`src/rtl/data_mem_arbiter.sv`:
```
// Two-master round-robin arbiter for the data memory on the req/gnt/rvalid bus.
// Optional macro ARB_STATS_EN enables the saturating contention counter on conflict_cnt.
module data_mem_arbiter #(
  parameter int ADDR_W      = 32,
  parameter int DATA_W      = 32,
  parameter int OUTSTANDING = 2
) (
  input  logic                HCLK,
  input  logic                RSTn,
  input  logic                m0_req,
  input  logic [ADDR_W-1:0]   m0_addr,
  input  logic                m0_we,
  input  logic [DATA_W/8-1:0] m0_be,
  input  logic [DATA_W-1:0]   m0_wdata,
  output logic                m0_gnt,
  output logic                m0_rvalid,
  output logic [DATA_W-1:0]   m0_rdata,
  input  logic                m1_req,
  input  logic [ADDR_W-1:0]   m1_addr,
  input  logic                m1_we,
  input  logic [DATA_W/8-1:0] m1_be,
  input  logic [DATA_W-1:0]   m1_wdata,
  output logic                m1_gnt,
  output logic                m1_rvalid,
  output logic [DATA_W-1:0]   m1_rdata,
  output logic                s_req,
  output logic [ADDR_W-1:0]   s_addr,
  output logic                s_we,
  output logic [DATA_W/8-1:0] s_be,
  output logic [DATA_W-1:0]   s_wdata,
  input  logic                s_gnt,
  input  logic                s_rvalid,
  input  logic [DATA_W-1:0]   s_rdata,
  output logic [15:0]         conflict_cnt
);

  localparam int CNT_W = $clog2(OUTSTANDING + 1);
  localparam int PTR_W = (OUTSTANDING > 1) ? $clog2(OUTSTANDING) : 1;

  typedef enum logic {UNLOCKED, LOCKED} lock_state_t;

  lock_state_t            state, state_nxt;
  logic                   locked_id;
  logic                   rr_ptr;
  logic                   sel;
  logic                   sel_valid;
  logic                   accept;
  logic                   push;
  logic                   pop;
  logic                   head_id;
  logic                   fifo_full;
  logic                   fifo_empty;
  logic [CNT_W-1:0]       count;
  logic [PTR_W-1:0]       wr_ptr;
  logic [PTR_W-1:0]       rd_ptr;
  logic [OUTSTANDING-1:0] fifo_mem;

  function automatic logic [PTR_W-1:0] ptr_inc(input logic [PTR_W-1:0] p);
    return (p == PTR_W'(OUTSTANDING - 1)) ? '0 : p + PTR_W'(1);
  endfunction

  assign fifo_full  = (count == CNT_W'(OUTSTANDING));
  assign fifo_empty = (count == '0);

  // A stalled request keeps the slave port on the same master until it is accepted.
  always_comb begin
    sel       = 1'b0;
    sel_valid = 1'b0;
    if (state == LOCKED) begin
      sel       = locked_id;
      sel_valid = 1'b1;
    end else if (m0_req && m1_req) begin
      sel       = rr_ptr;
      sel_valid = 1'b1;
    end else if (m0_req) begin
      sel       = 1'b0;
      sel_valid = 1'b1;
    end else if (m1_req) begin
      sel       = 1'b1;
      sel_valid = 1'b1;
    end
  end

  always_comb begin
    s_addr  = '0;
    s_we    = 1'b0;
    s_be    = '0;
    s_wdata = '0;
    if (sel_valid) begin
      if (sel) begin
        s_addr  = m1_addr;
        s_we    = m1_we;
        s_be    = m1_be;
        s_wdata = m1_wdata;
      end else begin
        s_addr  = m0_addr;
        s_we    = m0_we;
        s_be    = m0_be;
        s_wdata = m0_wdata;
      end
    end
  end

  assign s_req  = (m0_req | m1_req) & ~fifo_full;
  assign accept = s_req & s_gnt;
  assign m0_gnt = accept & sel_valid & ~sel;
  assign m1_gnt = accept & sel_valid & sel;

  assign push      = accept;
  assign pop       = s_rvalid & ~fifo_empty;
  assign head_id   = fifo_mem[rd_ptr];
  assign m0_rvalid = pop & ~head_id;
  assign m1_rvalid = pop & head_id;
  assign m0_rdata  = s_rdata;
  assign m1_rdata  = s_rdata;

  always_ff @(posedge HCLK or negedge RSTn) begin
    if (!RSTn) begin
      state <= UNLOCKED;
    end else begin
      state <= state_nxt;
    end
  end

  always_comb begin
    state_nxt = state;
    case (state)
      UNLOCKED: if (s_req && !s_gnt) state_nxt = LOCKED;
      LOCKED:   if (s_req && s_gnt)  state_nxt = UNLOCKED;
      default:  state_nxt = UNLOCKED;
    endcase
  end

  always_ff @(posedge HCLK or negedge RSTn) begin
    if (!RSTn) begin
      locked_id <= 1'b0;
    end else if (state == UNLOCKED && s_req && !s_gnt) begin
      locked_id <= sel;
    end
  end

  // The master just granted drops to lowest priority for the next contention.
  always_ff @(posedge HCLK or negedge RSTn) begin
    if (!RSTn) begin
      rr_ptr <= 1'b0;
    end else if (accept) begin
      rr_ptr <= ~sel;
    end
  end

  always_ff @(posedge HCLK or negedge RSTn) begin
    if (!RSTn) begin
      fifo_mem <= '0;
      wr_ptr   <= '0;
      rd_ptr   <= '0;
      count    <= '0;
    end else begin
      if (push) begin
        fifo_mem[wr_ptr] <= sel;
        wr_ptr           <= ptr_inc(wr_ptr);
      end
      if (pop) begin
        rd_ptr <= ptr_inc(rd_ptr);
      end
      case ({push, pop})
        2'b10:   count <= count + CNT_W'(1);
        2'b01:   count <= count - CNT_W'(1);
        default: count <= count;
      endcase
    end
  end

`ifdef ARB_STATS_EN
  logic [15:0] conflict_q;

  always_ff @(posedge HCLK or negedge RSTn) begin
    if (!RSTn) begin
      conflict_q <= 16'h0000;
    end else if (m0_req && m1_req && state == UNLOCKED && conflict_q != 16'hFFFF) begin
      conflict_q <= conflict_q + 16'd1;
    end
  end

  assign conflict_cnt = conflict_q;
`else
  assign conflict_cnt = 16'h0000;
`endif

endmodule

```
`config.mk`:
```
export PLATFORM = sky130hd
export DESIGN_NAME = data_mem_arbiter
export DESIGN_NICKNAME = d
export VERILOG_FILES = /design/src/rtl/data_mem_arbiter.sv
export SDC_FILE = /design/constraint.sdc
export NUM_CORES = 1
export LEC_CHECK = 0
export BUFFER_PORTS_ARGS = -buffer_cell sky130_fd_sc_hd__buf_2
export CORE_AREA = 2 2 126 128
export CTS_CLUSTER_SIZE = 24
export DETAILED_ROUTE_END_ITERATION = 12
export DIE_AREA = 0 0 128 130
export GPL_ROUTABILITY_DRIVEN = 0
export HOLD_SLACK_MARGIN = 0.15
export PLACE_DENSITY = 0.56
export SETUP_SLACK_MARGIN = 0.5
export SLEW_MARGIN = 20
export SYNTH_ARGS = -nofsm -noshare
export SYNTH_HDL_FRONTEND = slang
export SYNTH_SLANG_ARGS = --single-unit
```
`constraint.sdc`:
```
create_clock -name HCLK -period 2.12 [get_ports HCLK]
set_input_delay 0 -clock HCLK [delete_from_list [all_inputs] [get_ports HCLK]]
set_output_delay 0 -clock HCLK [all_outputs]
set_load 0.01 [all_outputs]
```
==> impl_results.md <==
* Syn Inst Count at 349
* Avg WL per Cell at 11.5 um
* Number of global-route vias before repair at 2367
* Crit Path Class: reg -> out
* Clock sink count at 9
* Endpoints failing hold at 0
* Initial core utilization at 15.4%
* CP max-delay cell: dfrtp_1
* P_sw at 1720 uW
* CP endpoint kind: output port
* Part of the power in registers at 8.5%
* Gate power share at 83.3%
* Max frequency at 0.578 GHz
* Warnings, synthesis at 0
* Vias per inst at 3.70
* Ranking of synthesized cells by area: mux2i_1 29%, buf_4 27%, inv_1 11%, nand2_1 11%, dfrtp_1 9.5%
* Leading area contributor after synthesis: mux2i_1
* Switching Share at 42.2%
* Lkg Pwr at 0.00264 uW
* Final-report setup violation count at 0
* Worst-path fanout max at 6
* Hold WS at 0.158 ns
* Post-DP HPWL at 5780 um
* IR drop worst, VDD at 320 uV
* Fin crit period at 1.73 ns
* RSZ-0062 raised after global routing: yes
* Seq cells post-synth at 9
* CTS tree: done
* Final worst slack at 0.389 ns
* Initial antenna violation count at 0
* # Max-Cap Violations at 0
* Core area at 15400 um^2
* Vias after detailed routing at 2742
* Die Area at 16600 um^2
* Worst-path clk slew at 0.04 ns
* Top Ports at 330
* Seq/Total Area, Yosys at 9.47%
* Clock latency on the worst-skew pair at 0.23 ns
* Crit share post-route at 81.7%
* Htree depth at 1
* Root buffer cell: clkbuf_16
* CP startpoint kind: flop
* Grt total ovfl at 0
* Power Density at 1030 nW/um^2
* Routed Antenna Nets at 0
* Largest net degree at the start of global routing at 39
* Gr usage total at 8.29%
* Required time worst endpoint at 2.12 ns
* Area delta synth->final at 67.5%
* Internal power at 2360 uW
* Cell Rows at 46
* Final nets at 728
* Mapped cell area at 2380 um^2
* Top cell type's share of synthesized area at 29.5%
* Final wirelength at 8510 um
* Pre-CTS WS at 0.465 ns
* Clock Power Share at 8.2%
* Ant. Diodes at 0
* Clock Path Buffers at 2
* Slowest Stage Delay on Critical Path at 0.36 ns
* Class of the worst hold path: in -> async
* Die Height at 130 um
* 1st-pass router iterations at 4
* Die W at 128 um
* Clock skew at 0.000530 ns
* Global-route wire length before repair at 11200 um
* Critical-path cell list: nand2b_4 -> a22oi_2 -> buf_4 -> buf_12 -> buf_16 -> mux2i_2 -> buf_2
* # port buffers at 217
* Post-Syn Area per Cell at 6.81 um^2
* Initial DRC count at 82
* CP arrival at 1.73 ns
* Slew Viols, Final at 0
* Status: completed
* CTS buffer count at 3
* Share of cells above drive strength 1 at 47.5%
* Netlist cell types at 27
* DRC violations left at 0
* Setup TNS at 0 ns
-- area by class of cell --
cell class	count	area (um^2)
sequential	9	226
tap	192	240
clock buffer	4	78.8
timing repair buffer	278	1870
multi-input combinational	189	1310
inverter	70	263
fill	1677	11400
-- path summary, 6_finish.rpt --
| check | startpoint | end | slack [ns] | cells past startpoint |
|---|---|---|---|---|
| max in group asynchronous | RSTn | count[0]$_DFFE_PN0P_ | 1.76 | 2 |
| max reg2reg | flop | rr_ptr$_DFFE_PN0N_ | 0.53 | 7 |
| min in group HCLK | m0_req | locked_id$_DFFE_PN0P_ | 0.24 | 4 |
| min | RSTn | rd_ptr$_DFFE_PN0P_ | 0.16 | 2 |
| min reg2reg | rd_ptr$_DFFE_PN0P_ | rd_ptr$_DFFE_PN0P_ | 0.49 | 1 |
| max | rr_ptr$_DFFE_PN0N_ | s_addr[5] | 0.39 | 7 |
-- stage by stage --
step / cells / total power, uW / util [%] / cell area [um^2]
floorplan: 364 / 2070 / - / 2430
global placement: 685 / 2780 / 20.4 / 3150
detailed placement: 685 / 2790 / 20.4 / 3150
CTS: 737 / 3870 / 24.9 / 3840
global route: 742 / 4370 / 25.8 / 3980
finish: 742 / 4080 / 25.8 / 3980
-- what timing repair did --
item                                   in CTS  in global routing
endpoints found under the hold margin      75                  1
cloned                                      4                  2
setup endpoints to repair                  72                 73
gates resized for setup                    26                 15
setup buffers                               8                  2
hold buffers                               36                  1
pin swaps                                   1                  1
-- synth_stat cells --
cell       n
a22oi_1    1
a31oi_1    4
and2_1     1
and3_1     1
buf_2      2
buf_4     87
buf_6      2
clkbuf_1   5
conb_1     1
dfrtp_1    9
ha_1       1
inv_1     70
mux2_2     1
mux2i_1   70
nand2_1   70
nand2b_1   2
nand3_1    1
nand4_1    1
nor2_1     6
nor2b_1    4
o21a_1     1
o21ai_0    1
o41ai_1    1
or2_2      1
or3_1      1
xnor2_1    4
xor2_1     1
-- critical path: cells and delay by family, from the launching register on --
kind            cells  cell delay [ns]
simple gates        1             0.15
flops               1             0.36
buf+inv             4             0.60
compound gates      1             0.16
mux                 1             0.22
-- power groups by stage --
| stage | registers, uW | logic, uW | clock network [uW] |
|---|---|---|---|
| finish | 347 | 3400 | 333 |
| global route | 361 | 3660 | 351 |
| CTS | 340 | 3190 | 336 |
| detailed placement | 343 | 2440 | 0 |
| global placement | 338 | 2440 | 0 |
| floorplan | 320 | 1750 | 0 |
-- placed cells by master (no fill, tap or decap), types with 2 or more instances in the layout --
master and instances:
buf_8 6, buf_2 215, nand2_1 70, buf_12 2, nor2_1 5, conb_1 16, xnor2_1 4, mux2i_2 4
buf_4 6, dlygate4sd3_1 37, nor2b_1 3, dfrtp_1 8, buf_16 5, clkbuf_16 5, mux2i_1 65, buf_6 5
a31oi_1 4, inv_1 70
-- cells by family after synthesis --
| kind of cell | Yosys count | share of synthesized area (%) |
|---|---|---|
| buf+inv | 166 | 40.7 |
| fa+ha+maj | 1 | 0.526 |
| simple gates | 88 | 15.1 |
| other cells | 1 | 0.158 |
| flops | 9 | 9.47 |
| xor+xnor | 5 | 1.84 |
| mux | 71 | 29.9 |
| compound gates | 8 | 2.26 |
-- routing by layer --
metal / track usage (%) / routed length (um)
met1: 11.2 / 3690
met3: 0.779 / 573
met5: 0 / 0
met4: 1.10 / 2
met2: 14.8 / 4240
(Power assumes the default switching activity.)
